`config.mk`:
```
export PLATFORM = sky130hd
export DESIGN_NAME = read_uart
export DESIGN_NICKNAME = d
export VERILOG_FILES = /design/src/rtl/uart_pkg.sv /design/src/rtl/uart_sync.sv /design/src/rtl/read_uart.sv
export SDC_FILE = /design/constraint.sdc
export NUM_CORES = 1
export LEC_CHECK = 0
export CAP_MARGIN = 20
export CELL_PAD_IN_SITES_DETAIL_PLACEMENT = 1
export CELL_PAD_IN_SITES_GLOBAL_PLACEMENT = 1
export CORE_MARGIN = 2
export CORE_UTILIZATION = 39
export DETAILED_ROUTE_END_ITERATION = 6
export PLACE_DENSITY_LB_ADDON = 0.2
export RECOVER_POWER = 50
export SYNTH_ARGS = -nofsm -noshare
export SYNTH_HDL_FRONTEND = slang
export SYNTH_SLANG_ARGS = --single-unit
```
`constraint.sdc`:
```
create_clock -name clk -period 1.6 [get_ports clk]
set_clock_uncertainty 0.05 [all_clocks]
set_input_delay 0.16 -clock clk [delete_from_list [all_inputs] [get_ports clk]]
set_output_delay 0.16 -clock clk [all_outputs]
set_load 0.05 [all_outputs]
```
`src/rtl/uart_pkg.sv`:
```
// Shared UART constants, receiver state encoding and parity helper.
package uart_pkg;

    localparam int unsigned UART_DATA_W       = 8;
    localparam int unsigned UART_BIT_IDX_W    = $clog2(UART_DATA_W);
    localparam int unsigned UART_FREQ_DEFAULT = 347;
    localparam int unsigned UART_STOP_BITS    = 1;

    typedef enum logic [2:0] {
        IDLE   = 3'd0,
        START  = 3'd1,
        DATA   = 3'd2,
        PARITY = 3'd3,
        STOP   = 3'd4
    } uart_rx_state_t;

    // Even parity bit for one data word.
    function automatic logic even_parity(input logic [UART_DATA_W-1:0] d);
        return ^d;
    endfunction

endpackage

```
`src/rtl/uart_sync.sv`:
```
// Two-flop synchronizer for the asynchronous serial line; resets to idle (1).
module uart_sync (
    input  logic clk,
    input  logic rst,
    input  logic d,
    output logic q
);

    logic meta;

    // Two-stage resynchronisation into the clk domain.
    always_ff @(posedge clk) begin
        if (rst) begin
            meta <= 1'b1;
            q    <= 1'b1;
        end else begin
            meta <= d;
            q    <= meta;
        end
    end

endmodule

```
`src/rtl/read_uart.sv`:
```
// UART receiver: start, 8 data bits LSB first, optional even parity, 1 stop.
// Bit period is freq+1 clk cycles; freq must be at least 3.
// Optional feature: define READ_UART_PARITY_EN to add the parity bit.
module read_uart
    import uart_pkg::*;
#(
    parameter int unsigned freq = UART_FREQ_DEFAULT
) (
    input  logic                   clk,
    input  logic                   rst,
    input  logic                   RxD,
    output logic [UART_DATA_W-1:0] data,
    output logic                   valid,
    input  logic                   ack,
    output logic                   parity_err,
    output logic                   frame_err,
    output logic                   overrun
);

    localparam int unsigned CNT_W = $clog2(freq + 1);
    localparam logic [CNT_W-1:0] CNT_MAX  = CNT_W'(freq);
    localparam logic [CNT_W-1:0] CNT_HALF = CNT_W'(freq / 2);
    localparam logic [UART_BIT_IDX_W-1:0] LAST_BIT = UART_BIT_IDX_W'(UART_DATA_W - 1);

    uart_rx_state_t state, state_d;

    logic                      rxs;
    logic                      rxs_q;
    logic [CNT_W-1:0]          cnt, cnt_d;
    logic [UART_BIT_IDX_W-1:0] bit_idx;
    logic [UART_DATA_W-1:0]    shift_r;
    logic                      stop_bad;
    logic                      load_pend;
    logic                      wait_high;
`ifdef READ_UART_PARITY_EN
    logic                      par_bad;
    logic                      par_c;
`endif
    logic                      shift_c;
    logic                      stop_c;
    logic                      load_c;

    uart_sync u_sync (
        .clk (clk),
        .rst (rst),
        .d   (RxD),
        .q   (rxs)
    );

    // State register.
    always_ff @(posedge clk) begin
        if (rst) begin
            state <= IDLE;
        end else begin
            state <= state_d;
        end
    end

    // Next state, bit-period counter and per-state sample strobes.
    always_comb begin
        state_d = state;
        cnt_d   = cnt;
        shift_c = 1'b0;
        stop_c  = 1'b0;
        load_c  = 1'b0;
`ifdef READ_UART_PARITY_EN
        par_c   = 1'b0;
`endif
        case (state)
            IDLE: begin
                cnt_d = '0;
                if (rxs_q && !rxs && !wait_high) begin
                    state_d = START;
                end
            end
            START: begin
                if (cnt == CNT_HALF) begin
                    cnt_d   = '0;
                    state_d = rxs ? IDLE : DATA;
                end else begin
                    cnt_d = cnt + CNT_W'(1);
                end
            end
            DATA: begin
                if (cnt == CNT_MAX) begin
                    cnt_d   = '0;
                    shift_c = 1'b1;
                    if (bit_idx == LAST_BIT) begin
`ifdef READ_UART_PARITY_EN
                        state_d = PARITY;
`else
                        state_d = STOP;
`endif
                    end
                end else begin
                    cnt_d = cnt + CNT_W'(1);
                end
            end
`ifdef READ_UART_PARITY_EN
            PARITY: begin
                if (cnt == CNT_MAX) begin
                    cnt_d   = '0;
                    par_c   = 1'b1;
                    state_d = STOP;
                end else begin
                    cnt_d = cnt + CNT_W'(1);
                end
            end
`endif
            STOP: begin
                if (load_pend) begin
                    load_c  = 1'b1;
                    cnt_d   = '0;
                    state_d = IDLE;
                end else if (cnt == CNT_MAX) begin
                    cnt_d  = '0;
                    stop_c = 1'b1;
                end else begin
                    cnt_d = cnt + CNT_W'(1);
                end
            end
            default: begin
                cnt_d   = '0;
                state_d = IDLE;
            end
        endcase
    end

    // Counters, shift register and frame status flags.
    always_ff @(posedge clk) begin
        if (rst) begin
            rxs_q     <= 1'b1;
            cnt       <= '0;
            bit_idx   <= '0;
            shift_r   <= '0;
            stop_bad  <= 1'b0;
            load_pend <= 1'b0;
            wait_high <= 1'b0;
`ifdef READ_UART_PARITY_EN
            par_bad   <= 1'b0;
`endif
        end else begin
            rxs_q <= rxs;
            cnt   <= cnt_d;
            if (state == IDLE) begin
                bit_idx <= '0;
            end else if (shift_c) begin
                bit_idx <= bit_idx + UART_BIT_IDX_W'(1);
                shift_r <= {rxs, shift_r[UART_DATA_W-1:1]};
            end
`ifdef READ_UART_PARITY_EN
            if (par_c) begin
                par_bad <= rxs ^ even_parity(shift_r);
            end
`endif
            if (stop_c) begin
                stop_bad  <= ~rxs;
                load_pend <= 1'b1;
            end else if (load_c) begin
                load_pend <= 1'b0;
            end
            // A low stop bit blocks new frames until the line is seen high.
            if (load_c && stop_bad) begin
                wait_high <= 1'b1;
            end else if (rxs) begin
                wait_high <= 1'b0;
            end
        end
    end

    // Consumer-facing outputs: load wins over ack, overrun is sticky.
    always_ff @(posedge clk) begin
        if (rst) begin
            data       <= '0;
            valid      <= 1'b0;
            parity_err <= 1'b0;
            frame_err  <= 1'b0;
            overrun    <= 1'b0;
        end else begin
            if (load_c) begin
                data      <= shift_r;
                frame_err <= stop_bad;
`ifdef READ_UART_PARITY_EN
                parity_err <= par_bad;
`else
                parity_err <= 1'b0;
`endif
                valid     <= 1'b1;
                if (valid && !ack) begin
                    overrun <= 1'b1;
                end
            end else if (valid && ack) begin
                valid <= 1'b0;
            end
        end
    end

endmodule

```
== Yosys cells after proc, flatten, opt, wreduce, memory -nomap -nowiden ==
Index checks and enable logic that the tools add are counted.
W data, S select, Z words.

* Bitwise logic cells: 2
* Add/subtract/negate cells: 2
* Equal/unequal tests: 11
* Reduce and logical (&&, ||, !) cells: 16
* Muxes and demuxes: 23

{| class="wikitable"
|+ Operator list
! cell !! count
|-
| $mux W9 || 3
|-
| $pmux W9 S3 || 1
|-
| $mux W3 || 5
|-
| $mux W1 || 12
|-
| $pmux W3 S4 || 1
|-
| $ne A2 B2 Y1 const B || 5
|-
| $add A9 B1 Y9 const B || 1
|-
| $eq A9 B8 Y1 const B || 1
|-
| $eq A9 B9 Y1 const B || 1
|-
| $eq A3 B3 Y1 const B || 2
|-
| $reduce_bool A2 Y1 || 3
|-
| $logic_and A1 B1 Y1 || 5
|-
| $reduce_and A5 Y1 || 1
|-
| $reduce_and A2 Y1 || 2
|-
| $add A3 B1 Y3 const B || 1
|-
| $eq A3 B1 Y1 const B || 1
|-
| $eq A3 B2 Y1 const B || 1
|-
| $logic_not A1 Y1 || 3
|-
| $logic_not A3 Y1 || 1
|-
| $mux W2 || 1
|-
| $not A1 Y1 || 2
|-
| $reduce_or A2 Y1 || 1
|}

* Logic and storage cells: 68
* Output and inout bits: 12
* Input port bits: 4
* Flip-flop bits (word level): 40

== Depth between registers and ports, before layout ==
Gate-level depths: netlist (run 1).

* Word-level depth: 5
* Gate-level depth with buffers: 6
* Gate-level depth less buffers: 6

== Modules after synthesis ==
Synthesis (run 1) repeated with hierarchy kept, for this count alone.

* Cell total of the unflattened synthesis: 170
* Area total of the unflattened synthesis: 1642.8 µm²

{| class="wikitable"
|+ Modules (own cells, without submodules)
! module !! sequential area each (µm²) !! instances !! cells an instance !! area an instance (µm²)
|-
| read_uart || 760.7 || 1 || 166 || 1590.3
|-
| uart_sync || 40.0 || 1 || 4 || 52.6
|}

== Worst setup path before layout (run 1) ==
OpenSTA, ideal clock, no wires.

* Path type: flip-flop to flip-flop
* From: register cnt[0]
* To: register bit_idx[0]
* Required time: 1417 ps
* Buffers on the path: 1
* Arrival: 1385 ps
* Stages on the path, launching flop included: 7
* Setup time: 133 ps
* Clock period less this slack: 1568 ps
* Setup slack: 32 ps
* Path through: dfxtp_1 > ha_1 > and4b_1 > nand3_1 > buf_4 > xor2_1 > nor3_2

* Longest elaborated chain between the ends: 3

{| class="wikitable"
|+ RTL lines
! what !! line !! RTL
|-
| start: declaration || read_uart.sv:29 || <nowiki>logic [CNT_W-1:0] cnt, cnt_d;</nowiki>
|-
| start signal: assignment || read_uart.sv:144 || <nowiki>cnt <= cnt_d;</nowiki>
|-
| $eq A9 B9 Y1 || read_uart.sv:85 || <nowiki>if (cnt == CNT_MAX) begin</nowiki>
|-
| $mux W1 || read_uart.sv:85 ||
|-
| $mux W1 || read_uart.sv:69 || <nowiki>case (state)</nowiki>
|-
| end signal: assignment || read_uart.sv:148 || <nowiki>bit_idx <= bit_idx + UART_BIT_IDX_W'(1);</nowiki>
|-
| end: declaration || read_uart.sv:30 || <nowiki>logic [UART_BIT_IDX_W-1:0] bit_idx;</nowiki>
|}

Every way passes these cells.
A chain may end at the register's enable or synchronous reset.

== Worst setup path in the final report (run 1) ==
* From: register cnt[1]
* To: register bit_idx[0]

Same word-level chain as after synthesis.

==> impl_metrics.yaml, run 1 <==
drt:
  avgViaCountPerCell: 5.133
  dr.pass1.iters: 4
  drt-total-wl_um: 3636
  vias: 1273
  wire_per_inst_um: 14.66
  drt_first_iter_violations: 33
  drtAntennaViolNets: 0
  route.detailed.drc: 0
final_layout:
  num_antenna_cells: 0
  syn2layout_area_growth_pct: 22.16
  layout_common_cells: "dfxtp_1, nand2_1, a21oi_1"
  seqCellArea_sq_um: 804.5
  drive_above_1_share: 0.2424
  multi_input_area_sq_um: 829.5
  finish.utilization: 0.4981
  layout_commonest_cell: "dfxtp_1"
  n_fill_cell: 458
  nets: 205
clock_tree:
  numClockSinks: 40
  cts.reportedPaths.clkPinSlew_ns: 0.08
  hold_buffers: 0
  cts_tree: "yes"
  cts_root_buffer: "clkbuf_8"
  cts_buffers: 5
  htreeDepth: 2
  clk_latency_ns: 0.30
  clock_path_buffers: 2
setup_path:
  r2r_end: "bit_idx[0]"
  critical-path-max-stage-delay_ns: 0.36
  cp.required_ns: 1.77
  critPathMaxFanout: 11
  cp.buffers_inverters: 1
  startpoint_type: "flip-flop"
  worstPathCellList: "ha_2 -> and4b_2 -> nand3_2 -> buf_12 -> xor2_2 -> nor3_2"
  reg2reg_from: "cnt[1]"
  cp-end-kind: "flip-flop"
  crit_slowest_cell: "dfxtp_2"
  crit_type: "flip-flop to flip-flop"
  crit_arrival_ns: 1.70
  rr_worst_depth: 6
  r2r_slack_ns: 0.07
  critPathTopFamily: "simple AND/OR/NAND/NOR gates"
global_routing:
  grt-ovfl-total: 0
  antenna_found_initial: 0
  grt_usage: 0.1735
  grt_pass1_vias: 1281
  grt_pass1_wl_um: 5844
  grt_max_degree: 15
floorplan:
  start_util: 0.4078
  design.die.area_sq_mm: 0.004747
  ios: 16
  die_w_um: 68.90
  die-height_um: 68.90
  rows: 23
  core_sq_mm: 0.004029
synth:
  synth_top_family_by_area: "simple AND/OR/NAND/NOR gates"
  synthXorXnorAreaFrac: 0.04798
  synth-seq-cells: 40
  synth.distinct_cells: 40
  synth_nets: 178
  synth_flop_cell: "dfxtp_1"
  synth_fa_ha_area_frac: 0.03046
  synth_seq_area_share: 0.4874
  synth_edf_count: 0
  async_reset_ff_frac: 0
  yosys_warnings: 0
  synth_area_sq_mm: 0.001643
  avgSynthCellArea_sq_um: 9.664
  synth_compound_area_frac: 0.09749
  syn-instance-count: 170
  synthMuxAreaShare: 0.06093
  synth-simple-area-share: 0.2483
worst_hold_path:
  holdCritStartpoint: "u_sync.meta"
  hold_depth: 1
  hold_path_class: "flip-flop to flip-flop"
  hold_path_end: "u_sync.q"
power_and_ir_drop:
  swShare: 0.2139
  seqPwrFrac: 0.531
  p_int_w: 0.001483
  p_comb_frac: 0.030
  powerDensity_mw_per_mm2: 940.2
  p_sw_w: 0.0004036
  clockPowerShare: 0.438
  total_leakage_power_nw: 0.7812
  vdd_ir_drop_max_v: 0.0004429
status:
  status: "finished, final reports clean"
sta:
  post-route-period-util: 0.9548
  max_slew_margin: 0.5890
  worst_slew_pin_slew_ns: 0.6191
  hold_viol: 0
  setup_violations: 0
  fmax_ghz: 0.6546
  slew_viol_final: 0
  worst_slack_ns: 0.07239
  grt_setup_unrepaired: "yes"
  fin_crit_ns: 1.528
placement:
  post-dp-hpwl_um: 2559
  globalplace.congestion: 0.7749
  portBuffers: 14
  place_ws_ns: 0.04553
flow_run:
  maxCapViolations: 0
timing repair:
action,in CTS,in global routing
setup buffers,0,1
endpoints found under the setup margin,1,17
gates resized for setup,4,5
gates cloned,0,0
hold endpoints to repair,0,0
routing by layer:
| metal | GRT usage | up-vias | wire [um] |
|---|---|---|---|
| li1 | - | 627 | - |
| met1 | 0.1665 | 624 | 1475 |
| met2 | 0.3365 | 15 | 1974 |
| met3 | 0.05357 | 7 | 125 |
| met4 | 0.07353 | 0 | 61 |
| met5 | 0 | - | 0 |
per-stage QoR:
| step | TNS (ns) | total power [W] | hold slack, ns | std cells | instance area [sq um] |
|---|---|---|---|---|---|
| after CTS | 0 | 0.001912 | 0.3670 | 247 | 2031 |
| final | 0 | 0.001887 | 0.3701 | 248 | 2007 |
| after global placement | 0 | 0.001081 | 0.3503 | 239 | 1899 |
| after global routing | -0.01921 | 0.001965 | 0.3795 | 248 | 2007 |
| after floorplan | 0 | 0.001061 | 0.2138 | 170 | 1643 |
| after detailed placement | 0 | 0.001083 | 0.3534 | 239 | 1899 |
cell families after synthesis:
family / count (synthesis)
and+or+nand+nor: 74
DFF: 40
AOI/OAI and AO/OA: 23
muxes: 10
xor gates and xnor gates: 9
buffers and inverters: 9
adders and majority gates: 4
other: 1
power by group through the flow:
stage | clock, W | combinational [W] | sequential, W
3_5_place_dp | 0 | 0.0000564 | 0.00103
6_report | 0.000827 | 0.0000574 | 0.00100
3_3_place_gp | 0 | 0.0000552 | 0.00103
4_1_cts | 0.000852 | 0.0000575 | 0.00100
5_1_grt | 0.000899 | 0.0000619 | 0.00100
2_1_floorplan | 0 | 0.0000346 | 0.00103
Yosys cell counts, types with 2 or more instances:
library cell | n | area (sq um)
nor3_1 | 3 | 15.01
nor2_1 | 13 | 48.80
a21oi_1 | 14 | 70.07
nor2_2 | 9 | 56.30
and2_1 | 2 | 12.51
xnor2_1 | 2 | 17.52
ha_1 | 4 | 50.05
nand2b_1 | 2 | 12.51
mux2i_1 | 10 | 100.1
or3b_1 | 2 | 17.52
nand4_1 | 3 | 18.77
and3_1 | 2 | 12.51
or2_2 | 3 | 18.77
dfxtp_1 | 40 | 800.8
buf_4 | 2 | 15.01
nand2_1 | 22 | 82.58
nand3_1 | 3 | 15.01
inv_1 | 2 | 7.510
clkbuf_1 | 5 | 18.77
xor2_1 | 7 | 61.31
worst max path at each step:
stage / from / end / slack (ns) / cells after the start
3_3_place_gp: cnt[1] / cnt[2] / 0.09 / 7
5_1_grt: state[1] / bit_idx[0] / -0.02 / 5
3_5_place_dp: cnt[1] / cnt[4] / 0.05 / 7
4_1_cts: cnt[0] / bit_idx[0] / 0.007 / 6
6_report: cnt[1] / bit_idx[0] / 0.07 / 6
2_1_floorplan: cnt[0] / bit_idx[0] / 0.03 / 6
area by class of cell:
class                      count  share of cell area
sequential                    40              0.4009
clock inverter                 3             0.02120
tap                           50             0.03117
timing repair buffer          27             0.09539
inverter                       2            0.003741
clock buffer                   5             0.03429
multi-input combinational    121              0.4133
state kept, by name, indices dropped and copies added, names as in the netlist, 3 cells and up:
register  count
bit_idx       3
shift_r       8
cnt           9
data          8
state         3
No activity file was read; power rests on OpenSTA's default activity.
==> run 2, diff against run 1 <==
--- a/config.mk
+++ b/config.mk
@@ -16,3 +16,4 @@
 export SYNTH_ARGS = -nofsm -noshare
 export SYNTH_HDL_FRONTEND = slang
 export SYNTH_SLANG_ARGS = --single-unit
+export TNS_END_PERCENT = 20
==> impl_metrics.yaml, run 2 (synthesis results as in run 1) <==
setup_path:
  r2r_end: "state[1]"
  r2r_slack_ns: 0.07
  critPathMaxFanout: 5
  crit_type: "flip-flop to flip-flop"
  reg2reg_from: "cnt[0]"
  cp-end-kind: "flip-flop"
  crit_arrival_ns: 1.72
  startpoint_type: "flip-flop"
  rr_worst_depth: 5
  cp.required_ns: 1.79
placement:
  globalplace.congestion: 0.7749
  portBuffers: 14
  placed_cells: 239
  post-dp-hpwl_um: 2559
global_routing:
  grt_pass1_vias: 1281
  grt_usage: 0.1735
  grt_pass1_wl_um: 5844
  grt-ovfl-total: 0
  antenna_found_initial: 0
  grt_max_degree: 15
drt:
  drt-total-wl_um: 3614
  dr.pass1.iters: 4
  vias: 1259
  drt_first_iter_violations: 24
  drtAntennaViolNets: 0
  dr_wl_met3_um: 125
  met1_length_um: 1467
  wire_per_inst_um: 14.63
  avgViaCountPerCell: 5.097
  dr_wl_met2_um: 1962
  route.detailed.drc: 0
  top_layer_used: "met4"
floorplan:
  rows: 23
  start_util: 0.4078
  design.die.area_sq_mm: 0.004747
  ios: 16
  die_w_um: 68.90
  core_sq_mm: 0.004029
  die-height_um: 68.90
clock_tree:
  numClockSinks: 40
  cts.reportedPaths.clkPinSlew_ns: 0.08
  cts_root_buffer: "clkbuf_8"
  htreeDepth: 2
  cts_tree: "yes"
  cts_setup_buffers: 0
  clk_latency_ns: 0.30
  cts_buffers: 5
  clock_path_buffers: 2
sta:
  max_slew_margin: 0.5890
  worst_slew_pin_slew_ns: 0.6191
  hold_viol: 0
  setup_violations: 0
  grt_setup_unrepaired: "yes"
  post-route-period-util: 0.9578
  slew_viol_final: 0
  fmax_ghz: 0.6526
  fin_crit_ns: 1.532
flow_run:
  maxCapViolations: 0
final_layout:
  drive_above_1_share: 0.2386
  nets: 204
  syn2layout_area_growth_pct: 21.63
  layout_commonest_cell: "dfxtp_1"
  top_regs: "cnt: 9 flops, data: 8 flops, shift_r: 8 flops"
  largest_reg_flops: 9
  final_cells: 247
  layout_common_cells: "dfxtp_1, nand2_1, a21oi_1"
  regMostFlops: "cnt"
  num_antenna_cells: 0
power_and_ir_drop:
  total_leakage_power_nw: 0.7794
  power_w: 0.001887
  powerDensity_mw_per_mm2: 944.3
  vdd_ir_drop_max_v: 0.0004427
worst_hold_path:
  hold_path_end: "u_sync.q"
  hold_path_class: "flip-flop to flip-flop"
  holdCritStartpoint: "u_sync.meta"
  hold_depth: 1
status:
  status: "finished, final reports clean"
## run 2: cell types whose count changed in the layout (fill, tap and decap cells not counted), sizes merged
cell,delta
buf,-1
## run 2: how the worst max path moves through the flow
| stage | from | end | slack (ns) | cells after the start |
|---|---|---|---|---|
| 5_1_grt | cnt[1] | bit_idx[0] | -0.02 | 6 |
| 3_5_place_dp | cnt[1] | cnt[4] | 0.05 | 7 |
| 2_1_floorplan | cnt[0] | bit_idx[0] | 0.03 | 6 |
| 6_report | cnt[0] | state[1] | 0.07 | 5 |
| 4_1_cts | cnt[0] | bit_idx[0] | 0.007 | 6 |
| 3_3_place_gp | cnt[1] | cnt[2] | 0.09 | 7 |
## run 2: power breakdown
group	switching, W	total (W)	internal [W]
clock network	0.000366	0.000827	0.000461
registers	0.00000369	0.00100	0.000999
logic	0.0000345	0.0000572	0.0000227
total	0.000404	0.00189	0.00148
## run 2: layer usage
metal	global-route usage	vias to the layer above
li1	-	624
met1	0.1665	613
met2	0.3365	15
met3	0.05357	7
met4	0.07353	0
met5	0	-
## run 2: per-stage QoR
step	util	TNS, ns	setup WS, ns	instance area [sq um]	hold slack [ns]
global route	0.4960	-0.02031	-0.02031	1998	0.3795
global placement	0.4714	0	0.08831	1899	0.3503
CTS	0.5040	0	0.007428	2031	0.3670
finish	0.4960	0	0.06756	1998	0.3701
floorplan	-	0	0.03177	1643	0.2138
detailed placement	0.4714	0	0.04553	1899	0.3534
## run 2: cell type report
| cell class | count | area (sq um) |
|---|---|---|
| Clock buffer | 5 | 68.82 |
| Clock inverter | 3 | 42.54 |
| Fill cell | 460 | 2031 |
| Inverter | 2 | 7.507 |
| Multi-Input combinational cell | 121 | 827.0 |
| Sequential cell | 40 | 805.8 |
| Tap cell | 50 | 62.56 |
| Timing Repair Buffer | 26 | 183.9 |
## run 2: critical path, stage by stage, from the launching register on
cell      delay [ns]
dfxtp_2         0.34
ha_1            0.22
and4b_2         0.26
and2_1          0.21
a21boi_0        0.26
o21a_1          0.14
## run 2: timing repair
action                                  in CTS  in global routing
gates cloned                                 0                  0
endpoints found under the setup margin       1                 17
gates resized for setup                      4                  5
hold buffers                                 0                  0
==> run 3, diff against run 2 <==
--- a/config.mk
+++ b/config.mk
@@ -5,7 +5,6 @@
 export SDC_FILE = /design/constraint.sdc
 export NUM_CORES = 1
 export LEC_CHECK = 0
-export CAP_MARGIN = 20
 export CELL_PAD_IN_SITES_DETAIL_PLACEMENT = 1
 export CELL_PAD_IN_SITES_GLOBAL_PLACEMENT = 1
 export CORE_MARGIN = 2
==> results of run 3 <==
The final DEF is identical to that of run 2; final timing and power are the same.
